[src/rtl/soc_seq_uart_top.sv]
// Demo SoC top: a micro-sequencer plays a fixed ROM program that sends "HELLO\n"
// once over a transmit-only 8N1 UART, then halts until the next reset.
module soc_seq_uart_top #(
    parameter int unsigned CLK_FREQ  = 50_000_000,
    parameter int unsigned BAUD_RATE = 115200
) (
    input  logic clk_50mhz,
    input  logic rst_btn,
    output logic uart_txd
);
    localparam int unsigned CLKS_PER_BIT = CLK_FREQ / BAUD_RATE;
    localparam int unsigned CntW = $clog2(CLKS_PER_BIT) + 1;
    localparam logic [CntW-1:0] CntReload = CntW'(CLKS_PER_BIT - 1);
    localparam logic [1:0] OpSend = 2'b01;

    typedef enum logic [1:0] {SqFetch, SqExec, SqWait, SqHalted} seq_state_e;
    typedef enum logic [1:0] {TxIdle, TxStart, TxData, TxStop} tx_state_e;

    seq_state_e      seq_state_q, seq_state_d;
    logic [2:0]      pc_q, pc_d;
    logic [9:0]      instr_q, instr_d;
    tx_state_e       tx_state_q, tx_state_d;
    logic [CntW-1:0] cnt_q, cnt_d;
    logic [2:0]      bit_idx_q, bit_idx_d;
    logic [7:0]      shreg_q, shreg_d;
    logic            txd_q, txd_d;
    logic            tx_start, tx_busy;
    logic [7:0]      tx_data;

    function automatic logic [9:0] rom_word(input logic [2:0] addr);
        case (addr)
            3'd0:    rom_word = {OpSend, 8'h48};
            3'd1:    rom_word = {OpSend, 8'h45};
            3'd2:    rom_word = {OpSend, 8'h4C};
            3'd3:    rom_word = {OpSend, 8'h4C};
            3'd4:    rom_word = {OpSend, 8'h4F};
            3'd5:    rom_word = {OpSend, 8'h0A};
            default: rom_word = 10'h000;
        endcase
    endfunction

    always_ff @(posedge clk_50mhz) begin
        if (rst_btn) begin
            seq_state_q <= SqFetch;
            pc_q        <= 3'd0;
            instr_q     <= 10'h000;
            tx_state_q  <= TxIdle;
            cnt_q       <= '0;
            bit_idx_q   <= 3'd0;
            shreg_q     <= 8'h00;
            txd_q       <= 1'b1;
        end else begin
            seq_state_q <= seq_state_d;
            pc_q        <= pc_d;
            instr_q     <= instr_d;
            tx_state_q  <= tx_state_d;
            cnt_q       <= cnt_d;
            bit_idx_q   <= bit_idx_d;
            shreg_q     <= shreg_d;
            txd_q       <= txd_d;
        end
    end

    // Sequencer: unknown opcodes fall through to HALT.
    always_comb begin
        seq_state_d = seq_state_q;
        pc_d        = pc_q;
        instr_d     = instr_q;
        case (seq_state_q)
            SqFetch: begin
                instr_d     = rom_word(pc_q);
                seq_state_d = SqExec;
            end
            SqExec: begin
                if (instr_q[9:8] == OpSend) begin
                    pc_d        = pc_q + 3'd1;
                    seq_state_d = SqWait;
                end else begin
                    seq_state_d = SqHalted;
                end
            end
            SqWait:  if (!tx_busy) seq_state_d = SqFetch;
            default: ;
        endcase
    end

    always_comb begin
        tx_start = (seq_state_q == SqExec) && (instr_q[9:8] == OpSend);
        tx_data  = instr_q[7:0];
    end

    always_comb begin
        tx_state_d = tx_state_q;
        cnt_d      = cnt_q;
        bit_idx_d  = bit_idx_q;
        shreg_d    = shreg_q;
        case (tx_state_q)
            TxIdle: begin
                if (tx_start) begin
                    shreg_d    = tx_data;
                    cnt_d      = CntReload;
                    tx_state_d = TxStart;
                end
            end
            TxStart: begin
                if (cnt_q == '0) begin
                    cnt_d      = CntReload;
                    bit_idx_d  = 3'd0;
                    tx_state_d = TxData;
                end else begin
                    cnt_d = cnt_q - CntW'(1);
                end
            end
            TxData: begin
                if (cnt_q == '0) begin
                    cnt_d = CntReload;
                    if (bit_idx_q == 3'd7) begin
                        tx_state_d = TxStop;
                    end else begin
                        bit_idx_d = bit_idx_q + 3'd1;
                        shreg_d   = {1'b0, shreg_q[7:1]};
                    end
                end else begin
                    cnt_d = cnt_q - CntW'(1);
                end
            end
            default: begin
                if (cnt_q == '0) tx_state_d = TxIdle;
                else cnt_d = cnt_q - CntW'(1);
            end
        endcase
    end

    // Line level is registered from the upcoming state so the pin never glitches.
    always_comb begin
        tx_busy = (tx_state_q != TxIdle);
        case (tx_state_d)
            TxStart: txd_d = 1'b0;
            TxData:  txd_d = shreg_d[0];
            default: txd_d = 1'b1;
        endcase
    end

    assign uart_txd = txd_q;

endmodule

[config.mk]
export PLATFORM = sky130hd
export DESIGN_NAME = soc_seq_uart_top
export DESIGN_NICKNAME = d
export VERILOG_FILES = /design/src/rtl/soc_seq_uart_top.sv
export SDC_FILE = /design/constraint.sdc
export NUM_CORES = 1
export LEC_CHECK = 0
export ABC_AREA = 1
export BUFFER_PORTS_ARGS = -buffer_cell sky130_fd_sc_hd__buf_4
export CORE_MARGIN = 4
export CORE_UTILIZATION = 40
export CTS_CLUSTER_DIAMETER = 120
export CTS_CLUSTER_SIZE = 10
export DETAILED_ROUTE_END_ITERATION = 8
export HOLD_SLACK_MARGIN = 0.03
export RECOVER_POWER = 50
export SYNTH_ARGS = -nofsm -noshare
export SYNTH_HDL_FRONTEND = slang
export SYNTH_SLANG_ARGS = --single-unit
[constraint.sdc]
create_clock -name clk_50mhz -period 1.9 [get_ports clk_50mhz]
set_clock_uncertainty 0.1 [all_clocks]
set_input_delay 0.285 -clock clk_50mhz [delete_from_list [all_inputs] [get_ports clk_50mhz]]
set_output_delay 0.285 -clock clk_50mhz [all_outputs]
set_load 0.01 [all_outputs]
## Yosys cells after proc, flatten, opt, wreduce, memory -nomap -nowiden

Index checks and enable logic that the tools add are counted.

| word-level totals | value |
|---|---|
| bits of input ports | 2 |
| register bits | 39 |
| output and inout port bits | 1 |

| operators by class | value |
|---|---|
| add/subtract/negate cells | 3 |
| multiplexer cells | 23 |
| reductions and logical operators | 16 |
| equality and inequality tests | 19 |

Operator list:

| cell | count |
|---|---|
| $pmux W9 S5 | 1 |
| $mux W10 | 3 |
| $mux W8 | 3 |
| $pmux W10 S2 | 1 |
| $pmux W8 S2 | 1 |
| $mux W2 | 6 |
| $pmux W2 S3 | 2 |
| $logic_not A10 Y1 | 1 |
| $ne A2 B2 Y1 const B | 5 |
| $sub A10 B1 Y10 const B | 1 |
| $eq A3 B3 Y1 const B | 3 |
| $mux W3 | 3 |
| $eq A2 B1 Y1 const B | 4 |
| $reduce_and A4 Y1 | 2 |
| $add A3 B1 Y3 const B | 2 |
| $eq A2 B2 Y1 const B | 3 |
| $eq A3 B2 Y1 const B | 2 |
| $pmux W3 S2 | 1 |
| $reduce_and A2 Y1 | 3 |
| $reduce_bool A2 Y1 | 3 |
| $logic_not A2 Y1 | 2 |
| $reduce_or A2 Y1 | 2 |
| $eq A3 B1 Y1 const B | 1 |
| $logic_not A3 Y1 | 1 |
| 5 further kinds | 5 |

## Logic depth before layout (Yosys ltp)

Gate-level depths: netlist of the first run.

| depth | value |
|---|---|
| depth in word-level cells | 6 |
| gate-level depth with buffers | 14 |
| mapped depth without buffers | 13 |

## Worst setup path after synthesis of the first run

Ideal clock, no wire load.

| timing path | value |
|---|---|
| path type | register to register |
| start | register tx_state_q[0] |
| end | register txd_q, in the netlist uart_txd |
| stages on the path, launching flop included | 11 |
| setup time | 0.113 ns |
| arrival time | 1.599 ns |
| slack | 0.088 ns |
| cells stage by stage | dfxtp_1 -> inv_1 -> ha_1 -> nand2_1 -> o21ai_0 -> a21oi_2 -> nand2_1 -> a21oi_1 -> nand2_1 -> nor2_1 -> nor2_1 |

| between the ends | value |
|---|---|
| cells in the longest elaborated chain, start to end | 5 |

Ends and longest elaborated chain:

| what | RTL line | source |
|---|---|---|
| start, declared | 22 | `tx_state_e tx_state_q, tx_state_d;` |
| start signal, assigned | 47 | `tx_state_q <= TxIdle;` |
| start signal, assigned | 56 | `tx_state_q <= tx_state_d;` |
| $mux W2 | 117 | `if (bit_idx_q == 3'd7) begin` |
| $mux W2 | 115 | `if (cnt_q == '0) begin` |
| $pmux W2 S3 | 97 | `case (tx_state_q)` |
| $eq A2 B2 Y1 or $eq A2 B1 Y1 (tied branches) | 137 | `case (tx_state_d)` |
| $pmux W1 S2 (*) | 137 |  |
| end signal, assigned | 60 | `txd_q <= txd_d;` |
| end, declared | 26 | `logic txd_q, txd_d;` |

Mark *: on every way between the ends. The rest lies on a longest branch, timed or not.
A chain may end at the register's enable or synchronous reset.

## Final worst setup path of the first run

| timing path | value |
|---|---|
| start | register bit_idx_q[0] |
| end | register shreg_q[1] |

| between the ends | value |
|---|---|
| cells in the longest elaborated chain, start to end | 3 |

Ends and longest elaborated chain:

| what | RTL line | source |
|---|---|---|
| start, declared | 24 | `logic [2:0] bit_idx_q, bit_idx_d;` |
| start signal, assigned | 58 | `bit_idx_q <= bit_idx_d;` |
| $eq A3 B3 Y1 | 117 |  |
| $ne A2 B2 Y1 (no line) | - |  |
| $reduce_and A4 Y1 (no line) | - |  |
| end signal, assigned | 59 | `shreg_q <= shreg_d;` |
| end, declared | 25 | `logic [7:0] shreg_q, shreg_d;` |

Every way passes these cells.

==> results of run 1 <==
cell families (layout without fill, tap and decap cells):
kind of cell,after synthesis,in the layout,synth area share (%)
and+or+nand+nor,117,117,26.55
AOI/OAI and AO/OA,61,61,17.83
buffers and inverters,46,66,9.647
DFF,34,34,36.19
adders and majority gates,14,14,9.315
xor gates and xnor gates,1,1,0.4658
path summary, 6_finish.rpt:
kind | from | end | slack (ns) | cells past startpoint
worst max-delay path | bit_idx_q[0] | shreg_q[1] | 0.13 | 7
worst min-delay path | rst_btn | cnt_q[4] | 0.21 | 2
worst max register to register | bit_idx_q[0] | shreg_q[1] | 0.13 | 7
worst min register to register | instr_q[3] | instr_q[3] | 0.37 | 2
per-stage QoR:
| step | util (%) | cells | setup TNS, ns |
|---|---|---|---|
| final | 48.93 | 345 | 0 |
| after global routing | 48.93 | 345 | 0 |
| after detailed placement | 45.81 | 336 | -0.006410 |
| after CTS | 48.03 | 345 | 0 |
| after global placement | 45.81 | 336 | 0 |
| after floorplan | - | 273 | 0 |
placed cells by master (no fill, tap or decap), drive strengths merged:
cell    Yosys  final
nand2      60     60
inv        41     41
nor2       39     39
dfxtp      34     34
a21oi      32     32
o21ai      21     21
buf         3     15
ha         14     14
nand3      10     10
clkbuf      1      8
a211oi      5      5
nor3        5      5
a31oi       2      2
clkinv      1      2
nand4       2      2
a221oi      1      1
xnor2       1      1
nand3b      1      1
cell type report:
type	instances	area [um^2]
Inverter	42	163.9
Clock buffer	7	86.33
Clock inverter	1	5.005
Timing Repair Buffer	16	116.4
Fill cell	451	2270
Sequential cell	34	684.4
Multi-Input combinational cell	193	1054
Tap cell	52	65.06
critical path, stage by stage (launching register included):
cell	delay, ns
dfxtp_1	0.32
ha_1	0.20
ha_1	0.19
nor2_1	0.14
inv_1	0.08
nor2_1	0.29
nand2_1	0.11
a211oi_1	0.25
synth_stat cells:
master    count  area share (%)
dfxtp_1      34              36
a21oi_1      29             7.7
a21oi_2       3             1.4
a31oi_1       2            0.67
a221oi_1      1            0.47
clkbuf_1      1            0.20
nand2_1      55              11
nand2_2       3             1.0
nand3b_1      1            0.40
buf_6         1            0.60
nor2_1       37             7.4
inv_1        40             8.0
ha_1         14             9.3
xnor2_1       1            0.47
nor2_4        1            0.60
o21ai_0      21             5.6
clkinv_2      1            0.27
nor2_2        1            0.33
inv_2         1            0.20
a211oi_1      5             2.0
nand2_4       2             1.2
nand4_1       2            0.67
nand3_1      10             2.7
nor3_1        5             1.3
buf_1         2            0.40
timing repair:
action / CTS / global route
hold buffers: 0 / 0
setup buffers: 1 / 0
gates resized for setup: 0 / 17
endpoints found under the setup margin: 1 / 18
routing by layer:
layer  up-vias  GRT usage [%]  wire [um]  share of wire [%]
met1       745          19.87       2118                 52
met4         0          5.978         81                2.0
li1        912              -          -                  -
met2        32          23.90       1764                 43
met5         -              0          0                  0
met3         8          4.019        146                3.6
registers in the layout, indices dropped and copies added, names as in the netlist:
name / flops
cnt_q: 10
bit_idx_q: 3
uart_txd: 1
shreg_q: 7
seq_state_q: 2
tx_state_q: 2
instr_q: 6
pc_q: 3
power by group through the flow:
stage               clock (W)  sequential, W  combinational (W)
finish               0.000558        0.00106            0.00208
global route         0.000610        0.00109            0.00237
CTS                  0.000577        0.00105            0.00200
detailed placement          0        0.00106            0.00197
global placement            0        0.00106            0.00197
floorplan                   0        0.00103            0.00142
==> flow_summary.yaml, run 1 <==
timing:
  hold_viol: 0
  timing.final.ws_setup_ns: 0.1299
  worst_pin_slew_ns: 0.3883
  fmax_mhz: 564.9
  fin_crit_ns: 1.770
  slew_viol_final: 0
  period_share_pct: 93.16
  grt_setup_unrepaired: "false"
  setup_viol: 0
  slew_headroom_pct: 74.09
  whs_ns: 0.2072
power:
  p_int_w: 0.002019
  p_leak_nw: 1.015
  clock_power_share_pct: 15.1
  p_switching_w: 0.001678
  power_w: 0.003697
  switching_share_pct: 45.40
  p_seq_share_pct: 28.7
  p_per_area_nw_per_um2: 1700
  worst_ir_drop_vdd_uv: 860.2
  combPwrFrac_pct: 56.2
synthesis:
  yosys_warnings: 0
  ys_seq_elements: 34
  syn_area_um2: 1881
  seq_area_frac_synth_pct: 36.19
  yosysUniqueCellTypes: 25
  synth_nets: 289
  synthCells: 273
  syn_avg_cell_area_um2: 6.888
clock_tree:
  cts_max_level: 2
  cts_tree: "built"
  cts-root-buf: "clkbuf_8"
  numCtsBuffers: 5
  cts_sinks: 34
  path_clk_slew_ns: 0.07
  clockBufferDepth: 2
  clk_latency_ns: 0.28
global_routing:
  track_usage_pct: 15.24
  antenna_found_initial: 0
  grt_pass1_wl_um: 7238
  grt_pass1_vias: 1608
  grt.overflow.total: 0
  grt_max_degree: 19
floorplanning:
  die_w_um: 76.57
  die_area_um2: 5862
  pin_count: 3
  dieHeight_um: 76.57
  rows: 24
  initial_core_util_pct: 42.31
  core_um2: 4444
routing:
  viasPerCell: 4.919
  ant_nets: 0
  routedWlPerCell_um: 11.91
  drc_errors: 0
  firstDrtPassIters: 4
  via_count: 1697
  drtIter0Drc: 87
  wl_um: 4110
critical_path:
  endpoint_kind: "register"
  worstPathArrival_ns: 1.87
  path_class: "register to register"
  path_max_fanout: 5
  crit_required_ns: 2.00
  startpoint_type: "register"
cells_and_area:
  drive_gt1_share_pct: 14.68
  finalNetCount: 308
  area_delta_synth_final_pct: 15.64
  final_area_um2: 2175
  diodes: 0
place:
  pre_cts_slack_ns: -0.006410
  placed_area_um2: 2036
  gp_congestion: 0.8692
  dp_hpwl_um: 3089
  port_buffers: 2
status:
  run_status: "complete, no violations"
min_path:
  hp-class: "primary input to register"
job:
  max-cap-violations: 0
Note: power is estimated with default switching activity, not from simulation.
==> inputs of run 2 (changes only) <==
--- a/config.mk
+++ b/config.mk
@@ -8,11 +8,12 @@
 export ABC_AREA = 1
 export BUFFER_PORTS_ARGS = -buffer_cell sky130_fd_sc_hd__buf_4
 export CORE_MARGIN = 4
-export CORE_UTILIZATION = 40
+export CORE_UTILIZATION = 55
 export CTS_CLUSTER_DIAMETER = 120
 export CTS_CLUSTER_SIZE = 10
 export DETAILED_ROUTE_END_ITERATION = 8
 export HOLD_SLACK_MARGIN = 0.03
+export PLACE_DENSITY = 0.74
 export RECOVER_POWER = 50
 export SYNTH_ARGS = -nofsm -noshare
 export SYNTH_HDL_FRONTEND = slang
==> run 2 against run 1 <==
- count of clock-buffer cells in the layout down 1
- register-to-register slack barely moved
- clock power shrank 30%
- cell count is 4.1% lower
- critical path depth up 2
- global-route usage is 5.6 points higher
- first-iteration DRC count rose by 49%
- fmax decreased by 0.45%
- largest cell class unchanged
- largest power group unchanged
==> flow_summary.yaml, run 2 (synthesis results as in run 1) <==
status:
  run_status: "complete, no violations"
clock_tree:
  cts_max_level: 2
  clockBufferDepth: 2
  clk_latency_ns: 0.33
  cts-root-buf: "clkbuf_4"
  path_clk_slew_ns: 0.10
  cts_tree: "built"
  numCtsBuffers: 5
  cts_sinks: 34
timing:
  grt_setup_unrepaired: "false"
  whs_ns: 0.1538
  period_share_pct: 93.59
  setup_viol: 0
  fmax_mhz: 562.4
  worst_pin_slew_ns: 0.3874
  hold_viol: 0
  fin_crit_ns: 1.778
  finalSetupTns_ns: 0
  timing.final.ws_setup_ns: 0.1218
  slew_viol_final: 0
  slew_headroom_pct: 74.08
floorplanning:
  initial_core_util_pct: 59.64
  die_area_um2: 4419
  rows: 20
  die_w_um: 66.48
  core_um2: 3153
  dieHeight_um: 66.48
  pin_count: 3
routing:
  firstDrtPassIters: 4
  wl_um: 3972
  drc_errors: 0
  viasPerCell: 5.130
  routedWlPerCell_um: 12.00
  via_count: 1698
  drtIter0Drc: 130
  ant_nets: 0
global_routing:
  grt.overflow.total: 0
  antenna_found_initial: 0
  grt_max_degree: 19
  track_usage_pct: 20.85
  grt_pass1_wl_um: 7107
  grt_pass1_vias: 1584
cells_and_area:
  finalNetCount: 304
  largest_reg_flops: 10
  top_regs: "cnt_q x10, shreg_q x7, instr_q x6"
  final_common_cell: "nand2_1"
  mostFrequentLayoutCells: "nand2_1, inv_1, nor2_1"
  area_delta_synth_final_pct: 11.18
  largest_register: "cnt_q"
  drive_gt1_share_pct: 13.94
  diodes: 0
  fin_cells: 331
critical_path:
  crit_required_ns: 2.01
  worstPathArrival_ns: 1.89
  path_max_fanout: 5
  startpoint_type: "register"
  endpoint_kind: "register"
  path_class: "register to register"
job:
  max-cap-violations: 0
place:
  port_buffers: 2
  gp_congestion: 0.8854
  dp_hpwl_um: 3011
  place_inst: 324
  pre_cts_slack_ns: -0.01878
power:
  p_per_area_nw_per_um2: 1635
  power_w: 0.003418
  worst_ir_drop_vdd_uv: 962.1
  p_leak_nw: 0.9785
min_path:
  hp-class: "primary input to register"
-- run 2: cell count changes in the layout (fill, tap and decap cells not counted), sizes merged --
cell | before | now
buf | 15 | 11
clkinv | 2 | 1
clkbuf | 8 | 7
-- run 2: what timing repair did --
action | CTS | global route
setup endpoints to repair | 1 | 17
gates resized for setup | 0 | 14
buffers inserted | 1 | 0
pin swaps | 0 | 2
hold buffers | 0 | 0
-- run 2: power breakdown --
part / switching (W) / internal, W / leakage (nW)
clock: 0.000225 / 0.000167 / 0.0302
combinational: 0.00125 / 0.000724 / 0.669
sequential: 0.000136 / 0.000917 / 0.280
total: 0.00161 / 0.00181 / 0.979
-- run 2: routing by layer --
| metal | track usage [%] | vias up | routed length [um] |
|---|---|---|---|
| met2 | 30.24 | 35 | 1642 |
| met4 | 7.614 | 0 | 35 |
| li1 | - | 905 | - |
| met1 | 29.67 | 754 | 2102 |
| met5 | 0 | - | 0 |
| met3 | 5.059 | 4 | 192 |
-- run 2: final cells by class --
type                    instances  area, um^2
well taps                      44       55.05
clock buffers                   6       51.30
multi-input cells             193        1054
repair buffers                 12       86.33
fillers                       310        1062
flip-flops and latches         34       683.2
inverters                      42       161.4
-- run 2: worst max-delay path, stage by stage (launching register included) --
cell     delay (ns)
dfxtp_1        0.32
inv_1          0.17
ha_2           0.32
nor2_1         0.17
nand2_1        0.13
inv_1          0.09
nor2_1         0.04
buf_4          0.15
o21ai_0        0.08
a21oi_1        0.10
-- run 2: per-stage QoR --
stage / utilization, % / cell area, um^2
global placement: 63.29 / 1996
global route: 66.31 / 2091
CTS: 65.16 / 2054
floorplan: - / 1881
finish: 66.31 / 2091
detailed placement: 63.29 / 1996
-- run 2: final timing paths --
kind | start | depth (start not counted) | endpoint | slack (ns)
setup / recovery | tx_state_q[0] | 9 | cnt_q[0] | 0.12
hold / removal | rst_btn | 2 | cnt_q[4] | 0.15
setup reg to reg | tx_state_q[0] | 9 | cnt_q[0] | 0.12
hold reg to reg | bit_idx_q[2] | 2 | bit_idx_q[2] | 0.37
==> inputs of run 3 (changes only) <==
--- a/config.mk
+++ b/config.mk
@@ -13,7 +13,7 @@
 export CTS_CLUSTER_SIZE = 10
 export DETAILED_ROUTE_END_ITERATION = 8
 export HOLD_SLACK_MARGIN = 0.03
-export PLACE_DENSITY = 0.74
+export PLACE_DENSITY = 0.71
 export RECOVER_POWER = 50
 export SYNTH_ARGS = -nofsm -noshare
 export SYNTH_HDL_FRONTEND = slang
==> constraint.sdc (replaced) <==
create_clock -name clk_50mhz -period 2.3 [get_ports clk_50mhz]
set_clock_uncertainty 0.1 [all_clocks]
set_input_delay 0.345 -clock clk_50mhz [delete_from_list [all_inputs] [get_ports clk_50mhz]]
set_output_delay 0.345 -clock clk_50mhz [all_outputs]
set_load 0.01 [all_outputs]
==> run 3 against run 2 <==
- fmax shrank 9.2%
- die area is the same
- core utilization shrank 3.1 points
- routed wire length shrank 3.3%
- worst setup slack gained 0.22 ns
- clock power shrank 21%
- register-to-register slack gained 0.22 ns
- final area shrank 4.6%
- critical path type unchanged
==> flow_summary.yaml, run 3 (synthesis results as in run 1) <==
status:
  run_status: "complete, no violations"
cells_and_area:
  drive_gt1_share_pct: 7.829
  fill_cells: 301
  diodes: 0
  area_delta_synth_final_pct: 6.054
  largest_reg_flops: 10
  finalNetCount: 297
  top_regs: "cnt_q x10, shreg_q x7, instr_q x6"
  mostFrequentLayoutCells: "nand2_1, inv_1, nor2_1"
  largest_register: "cnt_q"
  final_common_cell: "nand2_1"
floorplanning:
  rows: 20
  dieHeight_um: 66.48
  initial_core_util_pct: 59.64
  die_area_um2: 4419
  pin_count: 3
  die_w_um: 66.48
  core_um2: 3153
critical_path:
  startpoint_type: "register"
  crit_chain: "inv_1 > ha_1 > nand2_1 > o21ai_0 > a21oi_2 > nand2_1 > a21oi_1 > nand2_1 > nor2_1 > nor2_1"
  endpoint_kind: "register"
  slowest_delay_ns: 0.40
  cp_top_family: "compound AO/OA/AOI/OAI gates"
  slowest_stage: "dfxtp_1"
  crit_path_frequent_cell: "nand2_1"
  crit_required_ns: 2.45
  worstPathArrival_ns: 2.11
  path_class: "register to register"
  worstPathBufferInverterCount: 1
  path_max_fanout: 8
timing:
  whs_ns: 0.2200
  setup_viol: 0
  slew_headroom_pct: 75.05
  fmax_mhz: 510.4
  hold_viol: 0
  period_share_pct: 85.19
  slew_viol_final: 0
  worst_pin_slew_ns: 0.3743
  grt_setup_unrepaired: "false"
  fin_crit_ns: 1.959
  finalSetupTns_ns: 0
routing:
  firstDrtPassIters: 4
  drtIter0Drc: 107
  viasPerCell: 5.092
  ant_nets: 0
  via_count: 1655
  drc_errors: 0
  wl_um: 3842
  routedWlPerCell_um: 11.82
clock_tree:
  cts_tree: "built"
  numCtsBuffers: 5
  clk_latency_ns: 0.34
  cts_sinks: 34
  holdBufCountCts: 0
  post_cts_resized: 0
  cts_max_level: 2
  cts-root-buf: "clkbuf_4"
  clockBufferDepth: 2
  post_cts_buffers: 0
  path_clk_slew_ns: 0.11
global_routing:
  track_usage_pct: 20.40
  grt_pass1_vias: 1515
  antenna_found_initial: 0
  grt.overflow.total: 0
  grt_max_degree: 19
  grt_pass1_wl_um: 6844
place:
  dp_hpwl_um: 2811
  port_buffers: 2
  gp_congestion: 0.8859
power:
  p_per_area_nw_per_um2: 1332
  worst_ir_drop_vdd_uv: 731.6
  p_leak_nw: 0.9443
min_path:
  hp-class: "primary input to register"
job:
  max-cap-violations: 0
[run 3: cell count changes in the layout (fill, tap and decap cells not counted), sizes merged]
cell	delta
clkbuf	-1
buf	-7
clkinv	+2
[run 3: per-layer routing]
metal,up-vias,GRT usage [%],part of all wire [%]
met3,7,5.228,5.8
met1,720,28.85,53
met2,40,29.49,39
met4,0,7.614,1.5
li1,888,-,-
met5,-,0,0
[run 3: area by class of cell]
| cell class | count | area [um^2] | share of cell area, % |
|---|---|---|---|
| multi-input cells | 193 | 1018 | 51.07 |
| inverters | 42 | 158.9 | 7.967 |
| clock inverters | 2 | 10.01 | 0.5019 |
| well taps | 44 | 55.05 | 2.760 |
| flip-flops and latches | 34 | 680.7 | 34.13 |
| clock buffers | 5 | 37.54 | 1.882 |
| repair buffers | 5 | 33.78 | 1.694 |
[run 3: path summary, 6_finish.rpt]
check                              startpoint           end  slack, ns  depth (start not counted)
worst max-delay path            tx_state_q[0]      uart_txd       0.34                         10
worst min-delay path                  rst_btn      cnt_q[5]       0.22                          2
worst max register to register  tx_state_q[0]      uart_txd       0.34                         10
worst min register to register   bit_idx_q[2]  bit_idx_q[2]       0.36                          2
[run 3: through the flow]
step	area (um^2)	setup slack (ns)	util [%]	instances	total power [W]
2_1_floorplan	1881	0.4885	-	273	0.002027
3_3_place_gp	1951	0.4217	61.87	318	0.002340
3_5_place_dp	1951	0.3651	61.87	318	0.002337
4_1_cts	1998	0.3480	63.37	325	0.002654
5_1_grt	1994	0.1204	63.25	325	0.002949
6_report	1994	0.3406	63.25	325	0.002657
[run 3: report_power, final]
group	switching, W	internal, W	total, W
Clock	0.000201	0.000110	0.000311
Combinational	0.000959	0.000510	0.00147
Sequential	0.000122	0.000755	0.000877
